<file path="src/rtl/phi2_bus_timer_if.sv">
// CPU-side bus bundle for phi2_bus_timer: decoder/CPU inputs and the generated
// clock, ready, reset and strobe outputs.
interface phi2_bus_timer_if #(
  parameter int NUM_CS = 4,
  parameter int WAIT_W = 3
);
  logic [NUM_CS-1:0]        cs;
  logic [NUM_CS*WAIT_W-1:0] wait_cfg;
  logic                     cpu_rwb;
  logic                     cpu_phi2;
  logic                     cpu_rdy;
  logic                     cpu_resb;
  logic                     phi2_rise;
  logic                     phi2_fall;
  logic                     wr_strobe;

  // Decoder / CPU side: drives selects and direction, observes the timer.
  modport master (
    output cs, wait_cfg, cpu_rwb,
    input  cpu_phi2, cpu_rdy, cpu_resb, phi2_rise, phi2_fall, wr_strobe
  );

  // Timer side.
  modport slave (
    input  cs, wait_cfg, cpu_rwb,
    output cpu_phi2, cpu_rdy, cpu_resb, phi2_rise, phi2_fall, wr_strobe
  );
endinterface

</file>
<file path="src/rtl/phi2_bus_timer.sv">
// 65C02 phi2 generator with per-chip-select wait states, power-on reset
// stretcher and a write-commit strobe for synchronous memories.
module phi2_bus_timer #(
  parameter int HALF_PERIOD  = 5,
  parameter int NUM_CS       = 4,
  parameter int WAIT_W       = 3,
  parameter int RESET_CYCLES = 64
) (
  input  logic              clk,
  input  logic              rst,
  phi2_bus_timer_if.slave   bus
);

  localparam int CNT_W  = (HALF_PERIOD > 2) ? $clog2(HALF_PERIOD) : 1;
  localparam int RCNT_W = (RESET_CYCLES > 0) ? $clog2(RESET_CYCLES + 1) : 1;

  localparam logic [CNT_W-1:0]  CNT_LAST = CNT_W'(HALF_PERIOD - 1);
  localparam logic [CNT_W-1:0]  CNT_PRE  = CNT_W'(HALF_PERIOD - 2);
  localparam logic [RCNT_W-1:0] RCNT_MAX = RCNT_W'(RESET_CYCLES);
  localparam logic [RCNT_W-1:0] RCNT_END = RCNT_W'(RESET_CYCLES - 1);

  logic [CNT_W-1:0]  cnt_q,       cnt_d;
  logic              phi2_q,      phi2_d;
  logic [WAIT_W-1:0] wcnt_q,      wcnt_d;
  logic              stretched_q, stretched_d;
  logic [RCNT_W-1:0] rcnt_q,      rcnt_d;
  logic              resb_q,      resb_d;
  logic              rise_q,      rise_d;
  logic              fall_q,      fall_d;
  logic              wr_q,        wr_d;

  logic              cnt_last;
  logic              rise_evt;
  logic              fall_evt;
  logic              cs_any;
  logic [WAIT_W-1:0] sel_cfg;

  // Lowest set chip select wins.
  always_comb begin
    sel_cfg = '0;
    for (int i = NUM_CS - 1; i >= 0; i--) begin
      if (bus.cs[i]) begin
        sel_cfg = bus.wait_cfg[i*WAIT_W +: WAIT_W];
      end
    end
  end

  assign cs_any   = |bus.cs;
  assign cnt_last = (cnt_q == CNT_LAST);
  assign rise_evt = cnt_last && !phi2_q;
  assign fall_evt = cnt_last && phi2_q;

  // Ready handshake: cpu_rdy=1 means the current phi2 cycle completes at its
  // falling edge; cpu_rdy=0 means the CPU must hold the bus and repeat the
  // cycle. It is decoded only from wcnt, so decoder glitches never reach it.
  always_comb begin
    cnt_d       = cnt_last ? '0 : cnt_q + CNT_W'(1);
    phi2_d      = phi2_q ^ cnt_last;
    rise_d      = rise_evt;
    fall_d      = fall_evt;
    wcnt_d      = wcnt_q;
    stretched_d = stretched_q;
    rcnt_d      = rcnt_q;
    resb_d      = resb_q;

    if (fall_evt && !resb_q) begin
      if (rcnt_q != RCNT_MAX) begin
        rcnt_d = rcnt_q + RCNT_W'(1);
      end
      if (rcnt_q == RCNT_END) begin
        resb_d = 1'b1;
      end
    end

    // The rise after a stall finishes is the completing cycle; skip reload.
    if (rise_evt && resb_q) begin
      if (stretched_q) begin
        stretched_d = 1'b0;
      end else if (cs_any && (wcnt_q == '0)) begin
        wcnt_d = sel_cfg;
      end
    end

    if (fall_evt && (wcnt_q != '0)) begin
      wcnt_d = wcnt_q - WAIT_W'(1);
      if (wcnt_q == WAIT_W'(1)) begin
        stretched_d = 1'b1;
      end
    end

    // Registered one clk early so it lands in the last clk of the high phase.
    wr_d = phi2_q && (cnt_q == CNT_PRE) && (wcnt_q == '0) && cs_any
           && !bus.cpu_rwb && resb_q;
  end

  always_ff @(posedge clk) begin
    if (rst) begin
      cnt_q       <= '0;
      phi2_q      <= 1'b0;
      wcnt_q      <= '0;
      stretched_q <= 1'b0;
      rcnt_q      <= '0;
      resb_q      <= 1'b0;
      rise_q      <= 1'b0;
      fall_q      <= 1'b0;
      wr_q        <= 1'b0;
    end else begin
      cnt_q       <= cnt_d;
      phi2_q      <= phi2_d;
      wcnt_q      <= wcnt_d;
      stretched_q <= stretched_d;
      rcnt_q      <= rcnt_d;
      resb_q      <= resb_d;
      rise_q      <= rise_d;
      fall_q      <= fall_d;
      wr_q        <= wr_d;
    end
  end

  assign bus.cpu_phi2  = phi2_q;
  assign bus.cpu_rdy   = (wcnt_q == '0);
  assign bus.cpu_resb  = resb_q;
  assign bus.phi2_rise = rise_q;
  assign bus.phi2_fall = fall_q;
  assign bus.wr_strobe = wr_q;

endmodule
</file>
<file path="src/flat_wrapper.sv">
// flat-port wrapper written by rule: the top's interface ports become plain ports
module phi2_bus_timer_flat 
#(
  parameter int HALF_PERIOD  = 5,
  parameter int NUM_CS       = 4,
  parameter int WAIT_W       = 3,
  parameter int RESET_CYCLES = 64
)
  (clk, rst, bus_cs, bus_wait_cfg, bus_cpu_rwb, bus_cpu_phi2, bus_cpu_rdy, bus_cpu_resb, bus_phi2_rise, bus_phi2_fall, bus_wr_strobe);
  phi2_bus_timer_if #(.NUM_CS(NUM_CS), .WAIT_W(WAIT_W)) bus_i ();
  input  logic clk;
  input  logic rst;
  input wire logic [$bits(bus_i.cs)-1:0] bus_cs;
  input wire logic [$bits(bus_i.wait_cfg)-1:0] bus_wait_cfg;
  input wire logic [$bits(bus_i.cpu_rwb)-1:0] bus_cpu_rwb;
  output wire logic [$bits(bus_i.cpu_phi2)-1:0] bus_cpu_phi2;
  output wire logic [$bits(bus_i.cpu_rdy)-1:0] bus_cpu_rdy;
  output wire logic [$bits(bus_i.cpu_resb)-1:0] bus_cpu_resb;
  output wire logic [$bits(bus_i.phi2_rise)-1:0] bus_phi2_rise;
  output wire logic [$bits(bus_i.phi2_fall)-1:0] bus_phi2_fall;
  output wire logic [$bits(bus_i.wr_strobe)-1:0] bus_wr_strobe;
  assign bus_i.cs = bus_cs;
  assign bus_i.wait_cfg = bus_wait_cfg;
  assign bus_i.cpu_rwb = bus_cpu_rwb;
  assign bus_cpu_phi2 = bus_i.cpu_phi2;
  assign bus_cpu_rdy = bus_i.cpu_rdy;
  assign bus_cpu_resb = bus_i.cpu_resb;
  assign bus_phi2_rise = bus_i.phi2_rise;
  assign bus_phi2_fall = bus_i.phi2_fall;
  assign bus_wr_strobe = bus_i.wr_strobe;
  phi2_bus_timer #(.HALF_PERIOD(HALF_PERIOD), .NUM_CS(NUM_CS), .WAIT_W(WAIT_W), .RESET_CYCLES(RESET_CYCLES)) u_core (.clk(clk), .rst(rst), .bus(bus_i));
endmodule
</file>
<file path="config.mk">
export PLATFORM = sky130hd
export DESIGN_NAME = phi2_bus_timer_flat
export DESIGN_NICKNAME = d
export VERILOG_FILES = /design/src/rtl/phi2_bus_timer_if.sv /design/src/rtl/phi2_bus_timer.sv /design/src/flat_wrapper.sv
export SDC_FILE = /design/constraint.sdc
export NUM_CORES = 1
export LEC_CHECK = 0
export CELL_PAD_IN_SITES_DETAIL_PLACEMENT = 0
export CELL_PAD_IN_SITES_GLOBAL_PLACEMENT = 1
export CORE_UTILIZATION = 35
export DETAILED_ROUTE_END_ITERATION = 8
export GPL_TIMING_DRIVEN = 0
export PLACE_DENSITY = 0.85
export RECOVER_POWER = 50
export SLEW_MARGIN = 10
export SYNTH_ARGS = -nofsm -noshare
export SYNTH_HDL_FRONTEND = slang
export SYNTH_SLANG_ARGS = --single-unit
</file>
<file path="constraint.sdc">
create_clock -name clk -period 2.4 [get_ports clk]
set_input_delay 0.24 -clock clk [delete_from_list [all_inputs] [get_ports clk]]
set_output_delay 0.24 -clock clk [all_outputs]
set_load 0.005 [all_outputs]
</file>
After elaboration in Yosys (flattened, before gate mapping)
Cells that the tools add are included.
- output and inout bits: 6
- input bits: 19
- bits in registers: 19
- equal/unequal tests: 6
- bitwise gates (word level): 1
- $add $sub $neg: 3
- reductions and logical operators: 23
- muxes and demuxes: 11
- operators by type and width (kind ; count):
    $mux 3 ; 8
    $logic_and 1x1->1 ; 11
    $add 7x1->7 const B ; 1
    $eq 7x6->1 const B ; 1
    $ne 7x7->1 const B ; 1
    $reduce_and 2->1 ; 2
    $reduce_bool 2->1 ; 2
    $reduce_or 4->1 ; 1
    $add 3x1->3 const B ; 1
    $eq 3x1->1 const B ; 1
    $eq 3x2->1 const B ; 1
    $eq 3x3->1 const B ; 1
    $logic_not 1->1 ; 3
    $logic_not 3->1 ; 1
    $mux 1 ; 3
    $reduce_and 3->1 ; 1
    $reduce_bool 3->1 ; 1
    $sub 3x1->3 const B ; 1
    $ne 2x2->1 const B ; 1
    $reduce_or 2->1 ; 1
    $xor 1x1->1 ; 1

Depth between registers and ports, before layout
Gate-level depths: netlist of run 1.
- depth after elaboration: 8
- depth in mapped cells: 8
- depth with buffers taken out: 8

Worst setup path after synthesis of run 1
OpenSTA, ideal clock, no wires.
- kind: register -> register
- from: register u_core.cnt_q[0]
- to: register u_core.rcnt_q[5]
- path slack: 0.633 ns
- stages on the path, launching flop included: 9
- library setup time: 0.071 ns
- arrival: 1.697 ns
- clock period less this slack: 1.767 ns
- path through: dfxtp_1 -> inv_1 -> ha_1 -> and2_1 -> ha_1 -> and2b_2 -> o21ai_4 -> or3_2 -> a21oi_1
- word-level cells in the longest chain between the ends: 4
- RTL lines (element ; RTL line ; RTL):
    start: declaration ; phi2_bus_timer.sv:22 ; logic [CNT_W-1:0] cnt_q, cnt_d;
    start signal: assignment ; phi2_bus_timer.sv:108 ; cnt_q <= cnt_d;
    $eq 3x3->1 ; phi2_bus_timer.sv:49 ; assign cnt_last = (cnt_q == CNT_LAST);
    $logic_and 1x1->1 ; phi2_bus_timer.sv:51 ; assign fall_evt = cnt_last && phi2_q;
    via u_core.fall_d ; phi2_bus_timer.sv:29 ; logic fall_q, fall_d;
    $logic_and 1x1->1 ; phi2_bus_timer.sv:66 ; if (fall_evt && !resb_q) begin
    $reduce_and 2->1 (no line) ; - ;
    end signal: assignment ; phi2_bus_timer.sv:112 ; rcnt_q <= rcnt_d;
    end: declaration ; phi2_bus_timer.sv:26 ; logic [RCNT_W-1:0] rcnt_q, rcnt_d;
The timed path passes the listed nets, and every way through them passes these cells.
A chain may end at the register's enable or synchronous reset.

Worst setup path after layout of run 1
Same ends and word-level chain as after synthesis.

==> results.yml, run 1 <==
run_status:
  outcome: "complete, no violations"
worst_hold_path:
  hold_path_depth: 2
  hp-class: "in2reg"
  worstHoldStart: "rst"
  min_to: "u_core.bus.phi2_fall"
clock_network:
  worst_skew_pair.late_latency_ns: 0.29
  clk_path_buf_depth: 2
  post-cts-setup-buffers: 0
  cts_sinks: 19
  cts.htree.levels: 1
  cts_buffers: 3
  cts-resized-gates: 0
  path_clk_slew_ns: 0.10
  cts_tree: "yes"
  hold_buffers: 0
  clockRootBuffer: "clkbuf_4"
final_layout:
  instances_no_fill: 180
  fin_nets: 179
  antenna_cells: 0
  multi_input_area_um2: 597
  final_common_cell: "dfxtp_1"
  syn2layout_area_growth_pct: 28.8
  drive_above_1_share_pct: 6.71
  seq_area_um2: 380
  layout_common_cells: "19 x dfxtp_1, 18 x clkdlybuf4s50_1, 14 x nand2_1, 12 x nor2_1, 11 x inv_1"
  nFillCells: 276
critical_path:
  rr_startpoint: "u_core.cnt_q[0]"
  critPathLaunchType: "flop"
  cp-end-kind: "flop"
  cp.arrival_ns: 2.25
  worst-path-max-fanout: 7
  r2r-end: "u_core.rcnt_q[5]"
  cp.required_ns: 2.63
  rrSetupSlack_ns: 0.37
  crit_type: "reg2reg"
  worst_r2r_path_depth: 8
synthesis:
  ys_warn_count: 0
  muxShareOfSynthArea_pct: 0.976
  synth_top_family_by_area: "simple AND/OR/NAND/NOR gates"
  ys.flop_type: "dfxtp_1"
  yosys.area_share.adder_pct: 12.2
  synth_seq_cells: 19
  synthXorXnorAreaFrac_pct: 3.41
  synthDistinctLibCells: 32
  syn_area_um2: 1030
  synth_fp_nets: 151
  synth_edf_count: 0
  synthCells: 122
  yosysTopAreaCell: "dfxtp_1"
  synth.avg_cell_area_um2: 8.41
  synth_compound_area_share_pct: 10.6
  netlist.area_leader.share_pct: 37.1
  async_flop_share_pct: 0
  yosys-top-cells-area: "dfxtp_1 37%, ha_1 12%, nand2_1 5.1%"
  ys_seq_area_share_pct: 37.1
  yosys.area_share.simple_pct: 31.0
route:
  wl_um: 2060
  ant_nets: 0
  drc_errors: 0
  vias: 892
  vias_per_cell: 4.96
  drtIter0Drc: 18
  dr.pass1.iters: 4
  wl_per_cell_um: 11.4
die:
  start_util_pct: 37.2
  dieWidth_um: 56.1
  pin_count: 25
  std_cell_rows: 19
  core_um2: 2760
  die_h_um: 56.1
  dieArea_um2: 3150
place:
  dp.cells: 176
  place.gp.congestion: 0.755
  numPortBuffers: 23
  dp_hpwl_um: 1660
global_routing:
  grt_first_pass_wirelength_um: 3430
  first_global_vias: 878
  grt_max_degree: 11
  grt_overflow: 0
  grt_usage_pct: 13.7
  antenna_found_initial: 0
pwr:
  p_per_area_nw_per_um2: 420
  peakVddDrop_v: 0.000348
  power_w: 0.000555
  power.leakage_nw: 0.523
timing:
  final.period_utilization_pct: 84.4
  relSlewSlack_pct: 66.4
  timing.fmax_mhz: 494
  fin_worst_skew_ns: 0.00103
  fin_tns_setup_ns: 0
  final-setup-viol-count: 0
  rsz0062_at_grt: "false"
  finalMaxSlewViolations: 0
  hold_ws_ns: 0.325
  hold_viol: 0
  fin_crit_ns: 2.03
  worst_pin_slew_ns: 0.499
job:
  maxCapViolations: 0
state kept, by name, summed over array words and instances (netlist names):
| register | cells |
|---|---|
| u_core.bus.cpu_phi2 | 1 |
| u_core.cnt_q | 3 |
| u_core.bus.phi2_rise | 1 |
| u_core.bus.cpu_resb | 1 |
| u_core.bus.phi2_fall | 1 |
| u_core.bus.wr_strobe | 1 |
| u_core.stretched_q | 1 |
| u_core.wcnt_q | 3 |
| u_core.rcnt_q | 7 |
layout make-up:
cell class | count | share of cell area, %
multi-input cells | 90 | 45.2
well taps | 31 | 2.94
flip-flops and latches | 19 | 28.8
repair buffers | 23 | 17.4
inverters | 11 | 3.12
plain buffers | 2 | 0.568
clock buffers | 4 | 1.99
per-layer routing:
layer | up-vias | global-route usage [%] | part of all wire [%]
met4 | 0 | 5.23 | 0
met3 | 0 | 2.79 | 1.8
met2 | 5 | 25.9 | 54
li1 | 469 | - | -
met1 | 418 | 14.9 | 45
met5 | - | 0 | 0
per-stage QoR:
step                utilization, %  cell area [um2]  setup slack, ns
global placement              47.0             1290            0.478
global route                  47.9             1320            0.271
floorplan                        -             1030            0.633
CTS                           47.9             1320            0.397
finish                        47.9             1320            0.375
detailed placement            47.0             1290            0.428
logic make-up after synthesis:
family / count (synthesis)
fa+ha+maj: 10
mux: 1
compound gates: 16
simple gates: 59
buf+inv: 13
flops: 19
xor+xnor: 4
worst max-delay path by stage:
| stage | start | endpoint | cells past startpoint |
|---|---|---|---|
| final | u_core.cnt_q[0] | u_core.rcnt_q[5] | 8 |
| after global routing | u_core.cnt_q[0] | u_core.rcnt_q[5] | 8 |
| after detailed placement | u_core.cnt_q[0] | u_core.rcnt_q[5] | 8 |
| after floorplan | u_core.cnt_q[0] | u_core.rcnt_q[5] | 8 |
| after global placement | u_core.cnt_q[0] | u_core.rcnt_q[5] | 8 |
| after CTS | u_core.cnt_q[0] | u_core.rcnt_q[5] | 8 |
cells in the mapped netlist (2+ instances only):
cell and count:
ha_1 10, or2_2 2, o21ai_0 4, a21oi_1 4, nor2b_1 6, and2_1 2
nor4_1 3, xor2_1 3, nand4_1 2, nor2_1 12, clkbuf_1 2, dfxtp_1 19
nand3_1 7, o211ai_1 3, a31oi_1 2, nand2b_1 2, nand2_1 14, inv_1 11
critical path, stage by stage, from the launching register on:
cell	delay, ns
dfxtp_1	0.34
inv_1	0.06
ha_1	0.13
and2_0	0.19
ha_1	0.30
and2b_2	0.25
o21ai_4	0.10
or3_2	0.45
a21oi_1	0.14
power breakdown:
group | switching [W] | internal [W] | total (W)
logic | 0.0000287 | 0.0000404 | 0.0000691
registers | 0.00000390 | 0.000322 | 0.000326
clock network | 0.0000948 | 0.0000646 | 0.000159
Note: power is estimated with default switching activity, not from simulation.
==> run 2, diff against run 1 <==
CORE_UTILIZATION = 32   (was 35)
PLACE_DENSITY = 0.82   (was 0.85)
clock period = 1.7 ns   (was 2.4 ns; I/O delays follow)
==> run 2 against run 1 <==
Sequential power is 42% higher; largest cell class unchanged; via count increased by 3.8%; critical path type is now reg2out; routed wire length is 10% higher; final area up 13%.
==> results.yml, run 2 (same netlist as run 1, synthesis figures left out) <==
run_status:
  outcome: "complete, no violations"
pwr:
  clkPwrFrac_pct: 28.5
  power.leakage_nw: 0.563
  p_int_w: 0.000614
  p_switching_w: 0.000192
  peakVddDrop_v: 0.000306
  power_frac_comb_pct: 14.1
  p_sw_share_pct: 23.8
  power_w: 0.000806
  p_per_area_nw_per_um2: 542
  pwr-share-seq_pct: 57.5
critical_path:
  worst-path-max-fanout: 4
  cp.arrival_ns: 1.50
  crit_type: "reg2out"
  critPathLaunchType: "flop"
  cp-end-kind: "output pin"
  cp.required_ns: 1.53
final_layout:
  seq_area_um2: 384
  final_util_pct: 48.7
  final_common_cell: "clkdlybuf4s50_1"
  reg_top3: "u_core.rcnt_q x7, u_core.cnt_q x3, u_core.wcnt_q x3"
  largest_reg_flops: 7
  fin_nets: 189
  syn2layout_area_growth_pct: 44.9
  layout_common_cells: "23 x clkdlybuf4s50_1, 16 x dfxtp_1, 13 x nand2_1, 12 x nor2_1, 10 x buf_4"
  regMostFlops: "u_core.rcnt_q"
  multi_input_area_um2: 667
  antenna_cells: 0
  nFillCells: 307
  drive_above_1_share_pct: 23.3
route:
  vias: 926
  wl_per_cell_um: 11.1
  drtIter0Drc: 21
  ant_nets: 0
  dr.pass1.iters: 4
  drc_errors: 0
  vias_per_cell: 4.56
  wl_um: 2260
timing:
  fin_crit_ns: 1.67
  finalMaxSlewViolations: 0
  fin_tns_setup_ns: 0
  final-setup-viol-count: 0
  rsz0062_at_grt: "true"
  relSlewSlack_pct: 61.4
  timing.fmax_mhz: 601
  fin_worst_skew_ns: 0.0108
  hold_viol: 0
  hold_ws_ns: 0.232
  final.period_utilization_pct: 97.9
  worst_pin_slew_ns: 0.574
  worst_slack_ns: 0.0350
die:
  pin_count: 25
  dieArea_um2: 3440
  std_cell_rows: 20
  core_um2: 3050
  die_h_um: 58.6
  dieWidth_um: 58.6
  start_util_pct: 33.6
job:
  maxCapViolations: 0
global_routing:
  grt_usage_pct: 13.2
  grt_overflow: 0
  antenna_found_initial: 0
  grt_first_pass_wirelength_um: 3480
  grt_max_degree: 11
  first_global_vias: 848
clock_network:
  cts_sinks: 19
  path_clk_slew_ns: 0.11
  hold_buffers: 0
  clk_path_buf_depth: 2
  clockRootBuffer: "clkbuf_4"
  cts_tree: "yes"
  cts_buffers: 3
  cts.htree.levels: 1
  worst_skew_pair.late_latency_ns: 0.30
place:
  preCtsSetupSlack_ns: -0.0950
  dp_hpwl_um: 1680
  place.gp.congestion: 0.784
  numPortBuffers: 23
worst_hold_path:
  hp-class: "in2reg"
run 2: changes by cell type in the layout (fill, tap and decap cells not counted), moves of 3 or more:
cell             previous run  this run
buf_4                       0        10
clkdlybuf4s50_1            18        23
dlygate4sd3_1               5         0
ha_1                       10         6
inv_1                      11         7
inv_2                       0         4
dfxtp_1                    19        16
dfxtp_2                     0         3
ha_4                        0         3
run 2: worst paths after layout:
kind	slack, ns	to	start	depth (start not counted)
setup / recovery	0.03	bus_cpu_rdy	u_core.wcnt_q[1]	5
hold / removal	0.23	u_core.bus.phi2_fall	rst	2
setup reg to reg	0.06	u_core.wcnt_q[0]	u_core.cnt_q[0]	8
hold reg to reg	0.51	u_core.cnt_q[0]	u_core.cnt_q[0]	2
run 2: routing by layer:
layer | routed length [um] | part of all wire, % | global-route usage, %
met1 | 1090 | 48 | 16.7
met2 | 1120 | 49 | 22.3
met3 | 55 | 2.4 | 4.18
met4 | 0 | 0 | 2.04
met5 | 0 | 0 | 0
run 2: per-stage QoR:
| stage | std cells | instance area, um2 |
|---|---|---|
| final | 203 | 1490 |
| after global routing | 203 | 1490 |
| after CTS | 199 | 1430 |
| after detailed placement | 189 | 1330 |
| after global placement | 189 | 1330 |
| after floorplan | 122 | 1040 |
run 2: what timing repair did:
item | 4_1_cts | 5_1_grt
hold endpoints to repair | 0 | 0
setup buffers | 6 | 4
resized for setup | 8 | 10
pin swaps | 2 | 2
endpoints found under the setup margin | 6 | 8
cloned | 0 | 0
run 2: cell type report:
cell class | count | area share [%]
well taps | 44 | 3.70
repair buffers | 33 | 20.5
flip-flops and latches | 19 | 25.8
multi-input cells | 90 | 44.9
clock buffers | 4 | 1.77
inverters | 11 | 2.78
plain buffers | 2 | 0.505
run 2: critical path, cell delays in order, from the launching register on:
cell and delay, ns:
dfxtp_1 0.35, inv_2 0.09, ha_4 0.15, nand2b_4 0.07
inv_1 0.05, clkdlybuf4s50_1 0.49
run 2: power groups by stage:
| stage | Clock (W) | Combinational (W) | Sequential [W] |
|---|---|---|---|
| after global routing | 0.000254 | 0.000129 | 0.000465 |
| final | 0.000229 | 0.000113 | 0.000463 |
| after detailed placement | 0 | 0.000100 | 0.000472 |
| after CTS | 0.000243 | 0.000105 | 0.000462 |
| after global placement | 0 | 0.0000993 | 0.000471 |
| after floorplan | 0 | 0.0000422 | 0.000471 |
==> run 3, diff against run 2 <==
SETUP_SLACK_MARGIN = 0.2   (was default)
==> run 3 against run 2 <==
Via count increased by 2.1%; flip-flop and latch count unchanged; global-route usage up 1.1 points; utilization grew 1.7 points; routed wire length grew 7.7%; largest power group unchanged; critical endpoint is now u_core.rcnt_q[2]; clock skew down 0.0044 ns.
==> results.yml, run 3 (same netlist as run 1, synthesis figures left out) <==
timing:
  timing.fmax_mhz: 601
  relSlewSlack_pct: 62.5
  fin_tns_setup_ns: 0
  final.period_utilization_pct: 97.9
  fin_crit_ns: 1.66
  hold_ws_ns: 0.252
  final-setup-viol-count: 0
  finalMaxSlewViolations: 0
  fin_worst_skew_ns: 0.00642
  hold_viol: 0
  worst_pin_slew_ns: 0.558
  rsz0062_at_grt: "true"
route:
  vias_per_cell: 4.66
  wl_um: 2440
  dr.pass1.iters: 4
  ant_nets: 0
  drtIter0Drc: 14
  vias: 945
  wl_per_cell_um: 12.0
  drc_errors: 0
pwr:
  pwr-share-seq_pct: 57.8
  power_frac_comb_pct: 13.6
  p_sw_share_pct: 24.1
  p_int_w: 0.000609
  p_switching_w: 0.000193
  power.leakage_nw: 0.598
  p_per_area_nw_per_um2: 521
  clkPwrFrac_pct: 28.5
  peakVddDrop_v: 0.000530
global_routing:
  grt_max_degree: 12
  grt_first_pass_wirelength_um: 3730
  grt_usage_pct: 14.2
  grt_overflow: 0
  first_global_vias: 871
  antenna_found_initial: 0
die:
  start_util_pct: 33.6
  pin_count: 25
  std_cell_rows: 20
  dieArea_um2: 3440
  core_um2: 3050
  dieWidth_um: 58.6
  die_h_um: 58.6
critical_path:
  cp.required_ns: 1.95
  r2r-end: "u_core.rcnt_q[2]"
  cp.arrival_ns: 1.91
  cp-end-kind: "flop"
  worst_r2r_path_depth: 8
  critPathCapture: "u_core.rcnt_q[2]"
  crit_type: "reg2reg"
  worst-path-max-fanout: 4
  rr_startpoint: "u_core.cnt_q[0]"
  cp-startpoint: "u_core.cnt_q[0]"
  rrSetupSlack_ns: 0.04
  critPathLaunchType: "flop"
final_layout:
  reg_top3: "u_core.rcnt_q x7, u_core.cnt_q x3, u_core.wcnt_q x3"
  finalInstanceArea_um2: 1540
  regMostFlops: "u_core.rcnt_q"
  drive_above_1_share_pct: 28.9
  layout_common_cells: "22 x clkdlybuf4s50_1, 14 x dfxtp_1, 12 x nor2_1, 12 x nand2_1, 9 x buf_4"
  fin_nets: 189
  largest_reg_flops: 7
  syn2layout_area_growth_pct: 50.0
  final_common_cell: "clkdlybuf4s50_1"
  antenna_cells: 0
clock_network:
  cts.htree.levels: 1
  path_clk_slew_ns: 0.11
  cts_buffers: 3
  cts_tree: "yes"
  clk_path_buf_depth: 2
  cts_sinks: 19
  clockRootBuffer: "clkbuf_4"
  worst_skew_pair.late_latency_ns: 0.30
  hold_buffers: 0
run_status:
  outcome: "complete, no violations"
place:
  dp_hpwl_um: 1640
  placed_area_um2: 1330
  numPortBuffers: 23
  place.gp.congestion: 0.781
job:
  maxCapViolations: 0
worst_hold_path:
  hp-class: "in2reg"
-- run 3: per-layer routing --
metal	wire [um]	GRT usage (%)
met5	0	0
met4	0	2.04
met3	55	4.18
met2	1290	24.8
met1	1090	17.8
-- run 3: area by class of cell --
type	count	area [um2]
Multi-Input combinational cell	90	712
Tap cell	44	55.1
Buffer	2	7.51
Timing Repair Buffer	33	309
Clock buffer	3	22.5
Inverter	11	41.3
Clock inverter	1	5.00
Sequential cell	19	387
Fill cell	311	1510
-- run 3: worst min path at each step --
| stage | start | end | slack [ns] | cells after the start |
|---|---|---|---|---|
| floorplan | bus_cpu_rwb | u_core.bus.wr_strobe | 0.25 | 1 |
| global placement | u_core.cnt_q[0] | u_core.cnt_q[0] | 0.40 | 1 |
| detailed placement | u_core.cnt_q[0] | u_core.cnt_q[0] | 0.41 | 1 |
| CTS | rst | u_core.bus.phi2_rise | 0.23 | 2 |
| global route | rst | u_core.bus.phi2_rise | 0.25 | 2 |
| finish | rst | u_core.bus.phi2_rise | 0.25 | 2 |
-- run 3: worst max-delay path, cell delays in order, from the launching register on --
cell	delay (ns)
dfxtp_2	0.34
inv_2	0.04
ha_2	0.14
and2_4	0.16
ha_4	0.13
and2b_2	0.19
o21ai_4	0.08
or4b_1	0.46
nand2_1	0.07
-- run 3: metrics by stage --
step | power [W] | worst slack, ns | utilization (%) | instances
after detailed placement | 0.000574 | -0.00199 | 43.6 | 189
after CTS | 0.000814 | 0.0500 | 47.7 | 201
final | 0.000802 | 0.0358 | 50.4 | 203
after floorplan | 0.000514 | 0.0928 | - | 122
after global placement | 0.000571 | 0.0128 | 43.6 | 189
after global routing | 0.000854 | -0.0303 | 50.4 | 203
-- run 3: repair_timing --
action | CTS | global route
buffers inserted | 8 | 2
pin swaps | 1 | 7
endpoints found under the setup margin | 11 | 13
gates resized for setup | 12 | 18
-- run 3: power by group through the flow --
stage               combinational [W]  sequential, W  clock [W]
global route                 0.000123       0.000466   0.000265
global placement            0.0000994       0.000472          0
finish                       0.000109       0.000464   0.000229
floorplan                   0.0000422       0.000472          0
detailed placement           0.000101       0.000473          0
CTS                          0.000106       0.000462   0.000246
